## src/rtl/nibble_stream_decrypt_ctrl_pkg.sv

```systemverilog
// Shared encodings for the nibble-serial decrypt controller.
package nibble_stream_decrypt_ctrl_pkg;
    localparam int NIBBLE_W = 4;

    typedef enum logic [1:0] {
        ST_IDLE = 2'd0,
        ST_RUN  = 2'd1,
        ST_DONE = 2'd2
    } state_t;
endpackage

```

## src/rtl/nibble_stream_decrypt_ctrl_dec.sv

```systemverilog
// 4-bit block decryptor: swap adjacent bit pairs, then XOR with the key.
module blockDecryptor_4bit (
    input  logic [3:0] c,
    input  logic [3:0] k,
    output logic [3:0] p
);
    assign p = {c[2], c[3], c[0], c[1]} ^ k;
endmodule

```

## src/rtl/nibble_stream_decrypt_ctrl.sv

```systemverilog
// Walks a ciphertext word through the 4-bit decryptor one nibble per clock,
// with optional CBC chaining that persists across words.
module nibble_stream_decrypt_ctrl
    import nibble_stream_decrypt_ctrl_pkg::*;
#(
    parameter int NIBBLES = 4
) (
    input  logic                      clk,
    input  logic                      reset,
    input  logic                      cfg_we,
    input  logic [3:0]                cfg_key,
    input  logic [3:0]                cfg_iv,
    input  logic                      cfg_cbc,
    input  logic                      in_valid,
    output logic                      in_ready,
    input  logic [NIBBLE_W*NIBBLES-1:0] in_data,
    output logic                      out_valid,
    input  logic                      out_ready,
    output logic [NIBBLE_W*NIBBLES-1:0] out_data,
    output logic                      busy
);
    localparam int W     = NIBBLE_W * NIBBLES;
    localparam int IDX_W = (NIBBLES > 1) ? $clog2(NIBBLES) : 1;

    state_t               state_q, state_d;
    logic [3:0]           key_q, chain_q;
    logic                 cbc_q;
    logic [IDX_W-1:0]     idx_q;
    logic [W-1:0]         sh_q, res_q, out_data_q;
    // [0]: result complete, [1]: result presented on the output register
    logic [1:0]           vld_pipe;
    logic [3:0]           dec_p, p;
    logic                 cfg_ok, accept, last, handshake;

    blockDecryptor_4bit u_dec (
        .c (sh_q[NIBBLE_W-1:0]),
        .k (key_q),
        .p (dec_p)
    );

    assign in_ready  = (state_q == ST_IDLE) && !cfg_we;
    assign cfg_ok    = (state_q == ST_IDLE) && cfg_we;
    assign accept    = in_valid && in_ready;
    assign last      = (idx_q == IDX_W'(NIBBLES - 1));
    assign handshake = vld_pipe[1] && out_ready;
    assign p         = dec_p ^ (cbc_q ? chain_q : 4'h0);

    assign out_valid = vld_pipe[1];
    assign out_data  = out_data_q;
    assign busy      = (state_q != ST_IDLE);

    always_ff @(posedge clk) begin
        if (reset) state_q <= ST_IDLE;
        else       state_q <= state_d;
    end

    always_comb begin
        state_d = state_q;
        case (state_q)
            ST_IDLE: if (accept)    state_d = ST_RUN;
            ST_RUN:  if (last)      state_d = ST_DONE;
            ST_DONE: if (handshake) state_d = ST_IDLE;
            default:                state_d = ST_IDLE;
        endcase
    end

    // The IV only matters as the chain's starting value, so it lives in chain_q.
    always_ff @(posedge clk) begin
        if (reset) begin
            key_q      <= '0;
            chain_q    <= '0;
            cbc_q      <= 1'b0;
            idx_q      <= '0;
            sh_q       <= '0;
            res_q      <= '0;
            out_data_q <= '0;
            vld_pipe   <= '0;
        end else begin
            if (cfg_ok) begin
                key_q   <= cfg_key;
                chain_q <= cfg_iv;
                cbc_q   <= cfg_cbc;
            end
            if (accept) begin
                sh_q  <= in_data;
                idx_q <= '0;
            end
            if (state_q == ST_RUN) begin
                res_q[idx_q*NIBBLE_W +: NIBBLE_W] <= p;
                sh_q <= sh_q >> NIBBLE_W;
                if (cbc_q) chain_q <= sh_q[NIBBLE_W-1:0];
                if (last) vld_pipe[0] <= 1'b1;
                else      idx_q <= idx_q + IDX_W'(1);
            end
            if (state_q == ST_DONE) begin
                if (handshake) begin
                    vld_pipe <= '0;
                end else if (vld_pipe[0]) begin
                    vld_pipe   <= 2'b10;
                    out_data_q <= res_q;
                end
            end
        end
    end
endmodule

```

## config.mk

```make
export PLATFORM = sky130hd
export DESIGN_NAME = nibble_stream_decrypt_ctrl
export DESIGN_NICKNAME = d
export VERILOG_FILES = /design/src/rtl/nibble_stream_decrypt_ctrl_pkg.sv /design/src/rtl/nibble_stream_decrypt_ctrl_dec.sv /design/src/rtl/nibble_stream_decrypt_ctrl.sv
export SDC_FILE = /design/constraint.sdc
export NUM_CORES = 1
export LEC_CHECK = 0
export ABC_CLOCK_PERIOD_IN_PS = 2500
export CAP_MARGIN = 10
export CORE_MARGIN = 2
export CORE_UTILIZATION = 57
export CTS_CLUSTER_SIZE = 25
export DETAILED_ROUTE_END_ITERATION = 16
export PLACE_DENSITY_LB_ADDON = 0.25
export REMOVE_ABC_BUFFERS = 1
export SLEW_MARGIN = 20
export SYNTH_ARGS = -nofsm -noshare
export SYNTH_HDL_FRONTEND = slang
export SYNTH_HIERARCHICAL = 1
export SYNTH_SLANG_ARGS = --single-unit
```

## constraint.sdc

```tcl
create_clock -name clk -period 2.5 [get_ports clk]
set_input_delay 0.5 -clock clk [delete_from_list [all_inputs] [get_ports clk]]
set_output_delay 0.5 -clock clk [all_outputs]
set_load 0.03 [all_outputs]
```

# Word-level counts from Yosys, hierarchy flattened
# Index checks and enable logic that the tools add are counted.
# op_classes
n_addsub	2
mul	0
div	0
order_cmp	0
n_eq_ne	6
shift	2
mux	19
bitwise	3
reduce_logical	13
# ops
cell	count
negator 4 -> 34 bit	1
variable shift 4 x 34 -> 16 bit, first input constant	1
indexed part select 4 x 34 -> 16 bit	1
2-to-1 mux 12 bit	2
bitwise mux 16 bit	1
2-to-1 mux 2 bit	8
2-to-1 mux 4 bit	4
bitwise XOR 4 bit	2
inequality test 2 bit, second input constant	3
case mux 2 bit (3 select lines)	1
AND reduction 3 bit	2
nonzero test 2 bit	3
equality test 2 bit, second input constant	2
logical AND 1 bit	4
2-to-1 mux 1 bit	3
adder 2 x 1 -> 2 bit, second input constant	1
equality test 2 x 1 -> 1 bit, second input constant	1
zero test 2 bit	1
AND reduction 2 bit	1
OR reduction 2 bit	1
zero test 1 bit	1
inverter 1 bit	1
# totals
regBits	63
latchBits	0
mem_bits_rw	0
rom_bits	0
input_bits	30
out_inout_bits	19
elab_cells	56
n_memories	0

# Logic depth before layout (Yosys ltp)
# logic_depth
depth_word	6
depth_mapped	5
depth_no_buf	5

# Cells and area by module
# Netlist, hierarchy kept.
# modules_own_cells
module	instances	cells_each	area_per_inst_um2	seq_area_each_um2
nibble_stream_decrypt_ctrl	1	316	2912.8	1261.2
blockDecryptor_4bit	1	4	35.0	0.0

# Worst setup path after synthesis
# No wires, ideal clock.
# synth_timing
path_type	register to output
startpoint	register state_q[1]
endpoint	output port in_ready
t_arrival_ns	1.361
required_time_ns	2.000
setup_slack_ns	0.639
path_stages_with_launch	5
path_buffers	2
path_cell_list	dfxtp_1 buf_6 buf_6 or2_2 nor2_1
# synth_between
elab_chain_cells	2
# synth_lines
element	line_no	source
start: declaration	nibble_stream_decrypt_ctrl.sv:25	state_t state_q, state_d;
start signal: assignment	nibble_stream_decrypt_ctrl.sv:54	else state_q <= state_d;
zero test 2 bit	nibble_stream_decrypt_ctrl.sv:41	assign in_ready = (state_q == ST_IDLE) && !cfg_we;
logical AND 1 bit	nibble_stream_decrypt_ctrl.sv:41	
end: declaration	nibble_stream_decrypt_ctrl.sv:15	output logic in_ready,
# No other way between the ends.

# Worst setup path in the final report
# layout_timing
startpoint	register state_q[0]
endpoint	output port in_ready
# The elaborated chain is that of the path after synthesis.

==> impl_results.md <==
- CP Capture Type: output pin
- DRT Pass-1 Iters: 4
- Critical path class: reg -> out
- Status: completed
- Slew headroom: approximately 65%
- Max clock buf depth: 2
- Grt ovf: 0
- GRT Total Usage: between 20% and 30%
- Core area: 5040 um2
- Setup repair bufs after CTS: 0
- Final #Nets: 401
- Initial antenna violation count: 0
- H-Tree Depth: 3
- Tmin final: about 2.3 ns
- Post-DP HPWL: 4130 um
- Hold-fix buffers, CTS: 0
- Most frequent cells in the layout: dfxtp_1, nand2_1, clkdlybuf4s50_1
- Max Cap Violations: 0
- Die Wd: 75.9 um
- CTS Root Cell: clkbuf_8
- Layout cell share with drive strength beyond 1: approximately 8.4%
- Die height: 75.9 um
- CTS buffer count: 9
- ANT cells: 0
- Routed via count: 2394
- Core Util, Final: 71.5%
- Synth cell types: 40
- Total length of routed wires: 5800 um
- Fmax: 442 MHz
- CP arrival: 1.76 ns
- Clock tree sinks: 63
- Wire per inst: 13.2 um
- Final WS setup: between 0.2 and 0.25 ns
- Vias in the first global route: 2347
- Min-Delay Path Class: reg -> reg
- Clk_skew: 0.00361 ns
- Synth Area per Inst: 9.21 um2
- Post-Synthesis Cells: 320
- Starting DRC count in detailed routing: roughly 120
- Fin Setup TNS: 0 ns
- Period utilisation layout: 90.6%
- First-pass GRT wire length: 10300 um
- Row count: 26
- # DRC: 0
- Area grow syn2layout: 22.3%
- Pin count of the biggest net entering global routing: 33
- Io pins: just under 50
- Seq/Total Area, Yosys: 42.8%
- Post_cts resized: 0
- Final Hold Viols: 0
- Post-Place Worst Slack: 0.305 ns
- CP Max Fanout: 4
- # fillers: 424
- Ys Warns: 6
- Starting density of the core: 58.5%
- Commonest non-fill, non-tap cell in the layout: dfxtp_1
- Fin. max-slew vios: 0
- PwrDens: 584 nW/um2
- Vias per cell: 5.44
- Synth Register Bits: 63
- CP Launch Type: flop
- Worst-Margin Slew: around 0.53 ns
- Synth Cell Area: 2950 um2
- Leak pwr: between 0.001 and 0.0015 uW
- Peak VDD IR: 388 uV
- Port Buf Inserts: 48
- CTS tree: built
- ANT nets after route: 0
- Final setup fails: 0
- Clk Latency, worst-skew pair: between 0.3 and 0.4 ns
- RSZ-0062 raised after global routing: no
- Clock-pin slew of the registers on the worst-case setup and hold paths: 0.06 ns
- Worst EP required: 2.00 ns
- Total power: 2110 uW
- Gp weighted congestion: 0.778
- Die area: 5760 um2
report_power, final:
| group | switching (uW) | internal (uW) | leakage [uW] |
|---|---|---|---|
| Clock | 370 | 381 | 0.0000805 |
| Sequential | 29.9 | 1040 | 0.000512 |
| Combinational | 149 | 134 | 0.000751 |
| Total | 548 | 1560 | 0.00134 |
cell type report:
type                       count  area, um2  area share [%]
sequential                    63       1260            35.0
multi-input combinational    221       1510            41.8
clock inverter                 1       5.00           0.139
timing repair buffer          56        536            14.9
inverter                      15       56.3            1.56
tap                           70       87.6            2.43
clock buffer                  14        153            4.23
cells by family after synthesis:
group,Yosys count,share of synthesized area [%]
DFF,63,42.8
muxes,21,7.17
adders and majority gates,5,2.12
AOI/OAI and AO/OA,62,15.9
and+or+nand+nor,125,23.6
buffers and inverters,36,6.07
xor gates and xnor gates,8,2.38
cell usage after synthesis:
cell type | n | area share [%]
nand2_1 | 47 | 6.0
nand2b_1 | 35 | 7.4
or2_2 | 1 | 0.21
nor3b_4 | 1 | 0.64
nand3b_1 | 2 | 0.51
nand4b_1 | 1 | 0.30
clkbuf_1 | 8 | 1.0
or3b_2 | 1 | 0.30
buf_2 | 8 | 1.4
nor3_1 | 1 | 0.17
and2b_1 | 2 | 0.51
buf_4 | 1 | 0.25
xor2_1 | 8 | 2.4
mux2_2 | 1 | 0.38
o221ai_1 | 2 | 0.59
and2_1 | 1 | 0.21
nor2_1 | 18 | 2.3
a21oi_1 | 12 | 2.0
mux2i_1 | 20 | 6.8
a311oi_1 | 5 | 1.5
o2bb2ai_1 | 12 | 3.6
nor4b_1 | 1 | 0.30
nand3_2 | 1 | 0.34
nor4_1 | 1 | 0.21
and3_1 | 1 | 0.21
nand3_1 | 1 | 0.17
o22ai_1 | 4 | 0.85
a31oi_1 | 12 | 2.5
nor3_2 | 4 | 1.4
a22oi_1 | 1 | 0.25
inv_1 | 15 | 1.9
buf_6 | 4 | 1.5
nor4b_4 | 2 | 1.6
nand4_1 | 2 | 0.42
a221o_1 | 12 | 4.1
dfxtp_1 | 63 | 43
ha_1 | 5 | 2.1
o21ai_0 | 1 | 0.17
o41ai_1 | 1 | 0.30
nor2b_1 | 2 | 0.42
through the flow:
step                      std cells  area (um2)  hold slack, ns
final                           440        3610           0.470
after global routing            440        3610           0.488
after CTS                       440        3610           0.472
after detailed placement        425        3450           0.454
after global placement          425        3450           0.449
after floorplan                 299        2830           0.433
sequential cells by signal, indices dropped and copies added, names as in the netlist:
register	count
out_data	16
res_q	16
sh_q	16
chain_q	4
key_q	4
idx_q	2
state_q	2
vld_pipe	2
cbc_q	1
per-layer routing:
layer  global-route usage [%]  up-vias  part of all wire [%]
met5                        0        -                     0
met1                     25.0     1099                    42
li1                         -     1208                     -
met4                     11.6        0                   2.8
met2                     38.7       71                    49
met3                     5.24       16                   5.8
critical path, stage by stage, from the launching register on:
cell and delay, ns:
dfxtp_1 0.31, or2_2 0.34, nor2_1 0.10, clkdlybuf4s50_1 0.67
final timing paths:
path	from	endpoint	slack [ns]	cells past startpoint
worst min register to register	out_data[5]	out_data[5]	0.47	2
worst max-delay path	state_q[0]	in_ready	0.24	3
worst max register to register	idx_q[0]	res_q[0]	0.76	5
worst min-delay path	out_data[5]	out_data[5]	0.47	2
Note: power is estimated with default switching activity, not from simulation.
